## src/rtl/cic_pkg.sv

```systemverilog
// rtl/cic_pkg.sv - shared CIC types, legal rate factors and log2 helper
package cic_pkg;

  typedef enum logic {
    IDLE = 1'b0,
    RUN  = 1'b1
  } cic_state_t;

  localparam int CIC_L1  = 1;
  localparam int CIC_L2  = 2;
  localparam int CIC_L4  = 4;
  localparam int CIC_L8  = 8;
  localparam int CIC_L16 = 16;

  function automatic bit is_legal_factor(input int l, input int max_l);
    return ((l == CIC_L1) || (l == CIC_L2) || (l == CIC_L4) ||
            (l == CIC_L8) || (l == CIC_L16)) && (l <= max_l);
  endfunction

  // Only meaningful for power-of-two factors; anything else maps to 0.
  function automatic int log2_factor(input int l);
    int r;
    r = 0;
    for (int i = 0; i < 5; i++) begin
      if (l == (1 << i)) r = i;
    end
    return r;
  endfunction

endpackage

```

## src/rtl/cic_saturate.sv

```systemverilog
// rtl/cic_saturate.sv - gain-normalising shift, saturation and flag register
module cic_saturate #(
  parameter int IN_W  = 20,
  parameter int OUT_W = 16
) (
  input  logic                    clk,
  input  logic                    rst_n,
  input  logic                    in_valid,
  input  logic signed [IN_W-1:0]  in_data,
  input  logic [7:0]              shift,
  output logic [OUT_W-1:0]        out_data,
  output logic                    out_valid,
  output logic                    overflow,
  output logic                    underflow
);

  localparam logic [OUT_W-1:0] SAT_MAX = {1'b0, {(OUT_W-1){1'b1}}};
  localparam logic [OUT_W-1:0] SAT_MIN = {1'b1, {(OUT_W-1){1'b0}}};

  logic signed [IN_W-1:0] shifted;
  logic                   pos_sat;
  logic                   neg_sat;
  logic [OUT_W-1:0]       sat_data;

  // Arithmetic shift floors toward minus infinity; value fits when all
  // bits above the output sign bit agree with it.
  assign shifted  = in_data >>> shift;
  assign pos_sat  = !shifted[IN_W-1] && (|shifted[IN_W-2:OUT_W-1]);
  assign neg_sat  = shifted[IN_W-1] && !(&shifted[IN_W-2:OUT_W-1]);
  assign sat_data = pos_sat ? SAT_MAX : (neg_sat ? SAT_MIN : shifted[OUT_W-1:0]);

  always_ff @(posedge clk or negedge rst_n) begin
    if (!rst_n) begin
      out_data  <= '0;
      out_valid <= 1'b0;
      overflow  <= 1'b0;
      underflow <= 1'b0;
    end else begin
      out_data  <= in_valid ? sat_data : '0;
      out_valid <= in_valid;
      overflow  <= in_valid && pos_sat;
      underflow <= in_valid && neg_sat;
    end
  end

endmodule

```

## src/rtl/cic_interpolator.sv

```systemverilog
// rtl/cic_interpolator.sv - N-stage CIC interpolator with run-time factor L
module cic_interpolator
  import cic_pkg::*;
#(
  parameter int DATA_WIDTH        = 16,
  parameter int DATA_FRAC         = 15,
  parameter int N                 = 1,
  parameter int MAX_INTERP_FACTOR = 16
) (
  input  logic                                 clk,
  input  logic                                 rst_n,
  input  logic [$clog2(MAX_INTERP_FACTOR):0]   interp_factor,
  input  logic                                 valid_in,
  output logic                                 ready_in,
  input  logic signed [DATA_WIDTH-1:0]         cic_in,
  output logic [DATA_WIDTH-1:0]                cic_out,
  output logic                                 valid_out,
  output logic                                 overflow,
  output logic                                 underflow
);

  localparam int LOG_MAX = $clog2(MAX_INTERP_FACTOR);
  localparam int FW      = LOG_MAX + 1;
  localparam int PW      = (LOG_MAX > 0) ? LOG_MAX : 1;
  localparam int W       = DATA_WIDTH + N * LOG_MAX;

  if (N < 1 || N > 4) begin : g_bad_n
    $error("N must be in 1..4");
  end
  if (DATA_FRAC >= DATA_WIDTH) begin : g_bad_frac
    $error("DATA_FRAC must be below DATA_WIDTH");
  end

  cic_state_t      state_q, state_d;
  logic [PW-1:0]   phase_q, phase_d;
  logic [FW-1:0]   l_q, l_d;
  logic            last_phase;
  logic            accept;

  assign last_phase = (phase_q == PW'(l_q - 1'b1));
  assign ready_in   = (state_q == IDLE) || last_phase;
  assign accept     = valid_in && ready_in;

  always_ff @(posedge clk or negedge rst_n) begin
    if (!rst_n) begin
      state_q <= IDLE;
      phase_q <= '0;
      l_q     <= FW'(CIC_L1);
    end else begin
      state_q <= state_d;
      phase_q <= phase_d;
      l_q     <= l_d;
    end
  end

  always_comb begin
    state_d = state_q;
    phase_d = phase_q;
    l_d     = l_q;
    case (state_q)
      IDLE: begin
        if (accept) begin
          state_d = RUN;
          phase_d = '0;
          l_d     = is_legal_factor(int'(interp_factor), MAX_INTERP_FACTOR)
                    ? interp_factor : FW'(CIC_L1);
        end
      end
      RUN: begin
        if (last_phase) begin
          phase_d = '0;
          if (!accept) state_d = IDLE;
        end else begin
          phase_d = phase_q + 1'b1;
        end
      end
      default: state_d = IDLE;
    endcase
  end

  // Comb chain runs at the low rate; its result is held for the whole burst.
  logic signed [W-1:0] comb_in [N+1];
  logic signed [W-1:0] comb_q;

  assign comb_in[0] = W'(cic_in);

  for (genvar g = 0; g < N; g++) begin : g_comb
    logic signed [W-1:0] dly_q;
    always_ff @(posedge clk or negedge rst_n) begin
      if (!rst_n)      dly_q <= '0;
      else if (accept) dly_q <= comb_in[g];
    end
    assign comb_in[g+1] = comb_in[g] - dly_q;
  end

  always_ff @(posedge clk or negedge rst_n) begin
    if (!rst_n)      comb_q <= '0;
    else if (accept) comb_q <= comb_in[N];
  end

  // Integrators add the freshly updated upstream value so the chain adds
  // no per-stage latency; phase 0 carries the sample, other phases zeros.
  logic signed [W-1:0] int_sum [N+1];
  logic signed [W-1:0] int_last;

  assign int_sum[0] = (phase_q == '0) ? comb_q : '0;

  for (genvar g = 0; g < N; g++) begin : g_int
    logic signed [W-1:0] acc_q;
    always_ff @(posedge clk or negedge rst_n) begin
      if (!rst_n)              acc_q <= '0;
      else if (state_q == RUN) acc_q <= int_sum[g+1];
    end
    assign int_sum[g+1] = acc_q + int_sum[g];
  end

  assign int_last = g_int[N-1].acc_q;

  logic       run_q;
  logic [7:0] shift_q;

  always_ff @(posedge clk or negedge rst_n) begin
    if (!rst_n) begin
      run_q   <= 1'b0;
      shift_q <= '0;
    end else begin
      run_q   <= (state_q == RUN);
      shift_q <= 8'((N - 1) * log2_factor(int'(l_q)));
    end
  end

  cic_saturate #(
    .IN_W  (W),
    .OUT_W (DATA_WIDTH)
  ) u_saturate (
    .clk       (clk),
    .rst_n     (rst_n),
    .in_valid  (run_q),
    .in_data   (int_last),
    .shift     (shift_q),
    .out_data  (cic_out),
    .out_valid (valid_out),
    .overflow  (overflow),
    .underflow (underflow)
  );

endmodule

```

## config.mk

```make
export PLATFORM = sky130hd
export DESIGN_NAME = cic_interpolator
export DESIGN_NICKNAME = d
export VERILOG_FILES = /design/src/rtl/cic_pkg.sv /design/src/rtl/cic_saturate.sv /design/src/rtl/cic_interpolator.sv
export SDC_FILE = /design/constraint.sdc
export NUM_CORES = 1
export LEC_CHECK = 0
export ABC_AREA = 1
export CAP_MARGIN = 30
export CORE_ASPECT_RATIO = 2
export CORE_MARGIN = 4
export CORE_UTILIZATION = 40
export CTS_CLUSTER_DIAMETER = 30
export DETAILED_ROUTE_END_ITERATION = 6
export SKIP_CTS_REPAIR_TIMING = 1
export SLEW_MARGIN = 20
export SYNTH_ARGS = -nofsm -noshare
export SYNTH_HDL_FRONTEND = slang
export SYNTH_SLANG_ARGS = --single-unit
```

## constraint.sdc

```tcl
create_clock -name clk -period 3.6 [get_ports clk]
set_input_delay 0.54 -clock clk [delete_from_list [all_inputs] [get_ports clk]]
set_output_delay 0.54 -clock clk [all_outputs]
set_load 0.02 [all_outputs]
```

==> key figures <==
Status
  • Status: finished, final reports clean

GRT
  • Overflow left after global routing: 0
  • Via count of the first global-routing pass: 4,917
  • First-pass GRT wire length: 22,300 microns
  • Maximum number of pins on one net before global-route repair: 47
  • Antenna violations before repair: 0
  • Overall routing resource usage: 17.6%

Synth
  • Most area-hungry cell type in the Yosys netlist: dfrtp_1
  • Area share of the largest cell type after synthesis: 37.1%
  • Number of enable-type register cells in the synthesized netlist: 0
  • Number of distinct library cells after synthesis: 35
  • Dominant cells by area after synthesis: dfrtp_1 37%, nand2_1 16%, ha_1 8.7%
  • Syn Nets: 819
  • Proportion of synthesized flip-flops having asynchronous set or reset: 100%
  • Most frequently used cell type in the post-synthesis netlist: nand2_1
  • Area of the mapped netlist: 5460 sq um
  • #FFs+latches synth: 82
  • Yosys warnings: 0
  • Cell count after synthesis: 755
  • Top post-synthesis cells by count: 228 x nand2_1, 113 x inv_1, 81 x dfrtp_1
  • Average instance area after synthesis: 7.23 sq um
  • Fraction of the yosys area taken by sequential cells: 37.6%
  • Post-synth top flop: dfrtp_1

Detailed routing
  • Detailed-route via count: 4,796
  • Detailed Route WL: 13,300 microns
  • Drt via density: 5.00
  • Iteration-0 DRC Markers: 161
  • Detailed Routing Iterations Pass 1: 4
  • Average detailed-routed wire length per instance: 13.8 microns
  • Remaining antenna violation count after routing: 0
  • DRC viols: 0

Die
  • Effective utilization at floorplan: 40.6%
  • Area of the die: 15,700 sq um
  • Standard-cell row count: 60
  • Die H: 173 microns
  • Number of top-level pins: 44
  • X dimension of the die: 90.6 microns
  • Core footprint: 13,400 sq um

Setup path
  • Worst setup path endpoint: ready_in
  • Crit path DAT: 2.47 ns
  • Crit Reg-Reg Endpoint: g_int[0].acc_q[13]
  • CP startpoint kind: flop
  • Worst setup path startpoint: l_q[0]
  • Critical path type: reg -> out
  • Worst reg2reg path depth: 13
  • Launching point of the worst reg2reg path: phase_q[0]
  • Worst R2R Setup Slack: 0.77 ns
  • Maximum fanout count along the critical path: 6
  • Capturing element type of the critical path: output port
  • Required time of the critical path: 3.06 ns

Placement
  • Number of placed cells counting well taps: 944
  • Routability-driven placement congestion ratio: 0.889
  • I/O Buffers: 43
  • Worst slack after detailed placement: 0.760 ns
  • DP HPWL: 10,600 microns

Clock tree
  • H-tree depth: 3
  • Root buffer selected by CTS: clkbuf_16
  • Clock buffers created by TritonCTS: 9
  • Clock network latency to the later pin of the worst-skew pair: 0.34 ns
  • Clock buffer depth: 2
  • # clock sinks: 82
  • Clock tree from TritonCTS: done
  • CTS clk-pin slew, worst paths: 0.06 ns

STA
  • Final Hold Fails: 0
  • Setup TNS: 0 ns
  • Clock period minus final worst setup slack: 3.01 ns
  • Worst-case setup margin in the final layout: 0.595 ns
  • Relative slew margins: 58.5%
  • Max-slew violations: 0
  • Clock skew: 0.0104 ns
  • Fmax: 333 MHz
  • WHS: 0.166 ns
  • Least-Margin Pin Slew: 0.621 ns
  • Setup repair after global routing missed its margin: no
  • Share of the cycle needed by the critical path after routing: 83.5%
  • Number of setup violations in the final report: 0

Finish
  • Ant diodes: 0
  • Total of fill cells in the finished design: 1,342
  • P&R area growth vs syn: 16.8%
  • Fin nets: 864
  • Layout Cells excl Fill: 960
  • Share of layout cells above drive strength 1: 5.96%

Hold path
  • Path category of the worst min-delay check: in -> async

Power
  • Power density cells: 951 nW/um^2
  • Power consumption: 6.06 mW
  • Worst IR drop on VDD: 367 uV
  • Lkg Pwr: 3.30 nW

Job
  • Max-capacitance violation count: 0
==> critical path, stage by stage, from the launching register on <==
cell and delay, ns:
dfstp_2 0.56, inv_1 0.07, ha_1 0.30, xor2_1 0.15, o21ai_1 0.09, nor2_2 0.12, nand2_2 0.10, nand2_4 0.11
clkdlybuf4s50_1 0.62
==> routing by layer <==
layer / part of all wire, % / vias to the layer above / GRT usage [%]
met4: 4.4 / 0 / 9.21
met5: 0 / - / 0
met3: 2.2 / 30 / 2.13
li1: - / 2487 / -
met2: 58 / 80 / 35.7
met1: 35 / 2199 / 16.3
==> power by group <==
group	switching, mW	internal (mW)	total, mW
Combinational	2.07	1.27	3.34
Clock	0.384	0.681	1.06
Sequential	0.270	1.39	1.66
Total	2.72	3.34	6.06
==> state kept, by name, indices dropped and copies added (netlist names) <==
| register | flops |
|---|---|
| u_saturate.out_data | 16 |
| g_comb.dly_q | 16 |
| comb_q | 17 |
| run_q | 1 |
| g_int.acc_q | 20 |
| phase_q | 4 |
| u_saturate.out_valid | 1 |
| l_q | 4 |
| u_saturate.overflow | 1 |
| u_saturate.underflow | 1 |
| state_q | 1 |
==> how the worst min path moves through the flow <==
stage / startpoint / end / slack [ns] / cells after the start
after detailed placement: run_q / u_saturate.out_valid / 0.44 / 0
after CTS: rst_n / l_q[2] / 0.18 / 1
final: rst_n / u_saturate.out_data[1] / 0.17 / 1
after floorplan: rst_n / comb_q[0] / 0.24 / 0
after global placement: run_q / u_saturate.out_valid / 0.44 / 0
after global routing: rst_n / u_saturate.out_data[1] / 0.22 / 1
==> cell usage in the layout, fill, tap and decap left out, drive strengths merged <==
cell type	n
nor3	2
nor4	1
and2	4
xnor2	13
bufinv	3
nand3b	8
a21o	2
a31oi	1
o21bai	1
dfstp	1
inv	115
o41ai	1
or2	2
nand3	44
xor2	5
clkdlybuf4s50	42
dfrtp	81
ha	38
clkinvlp	2
o21ai	60
nor2	68
clkbuf	10
buf	5
nand4	7
fa	2
o22ai	2
nand2	239
a21oi	46
==> per-stage QoR <==
step / util (%) / cell area (sq um)
finish: 47.4 / 6380
global placement: 44.7 / 6010
floorplan: - / 5460
CTS: 47.4 / 6380
global route: 47.4 / 6380
detailed placement: 44.9 / 6030
==> cells by family (layout without fill, tap and decap cells) <==
kind of cell,after synthesis,in the layout,synth area share (%)
compound gates,113,113,11.5
simple gates,375,375,28.8
flops,82,82,37.6
xor+xnor,18,18,2.89
buf+inv,127,177,9.78
fa+ha+maj,40,40,9.44
==> cell type report <==
type                    count  area [sq um]  area share, %
clock inverters             6           114           1.79
multi-input cells         546          2880           45.2
clock buffers              10           229           3.59
well taps                 155           194           3.04
inverters                 114           428           6.71
flip-flops and latches     82          2050           32.2
repair buffers             47           478           7.50
Note: power is estimated with default switching activity, not from simulation.
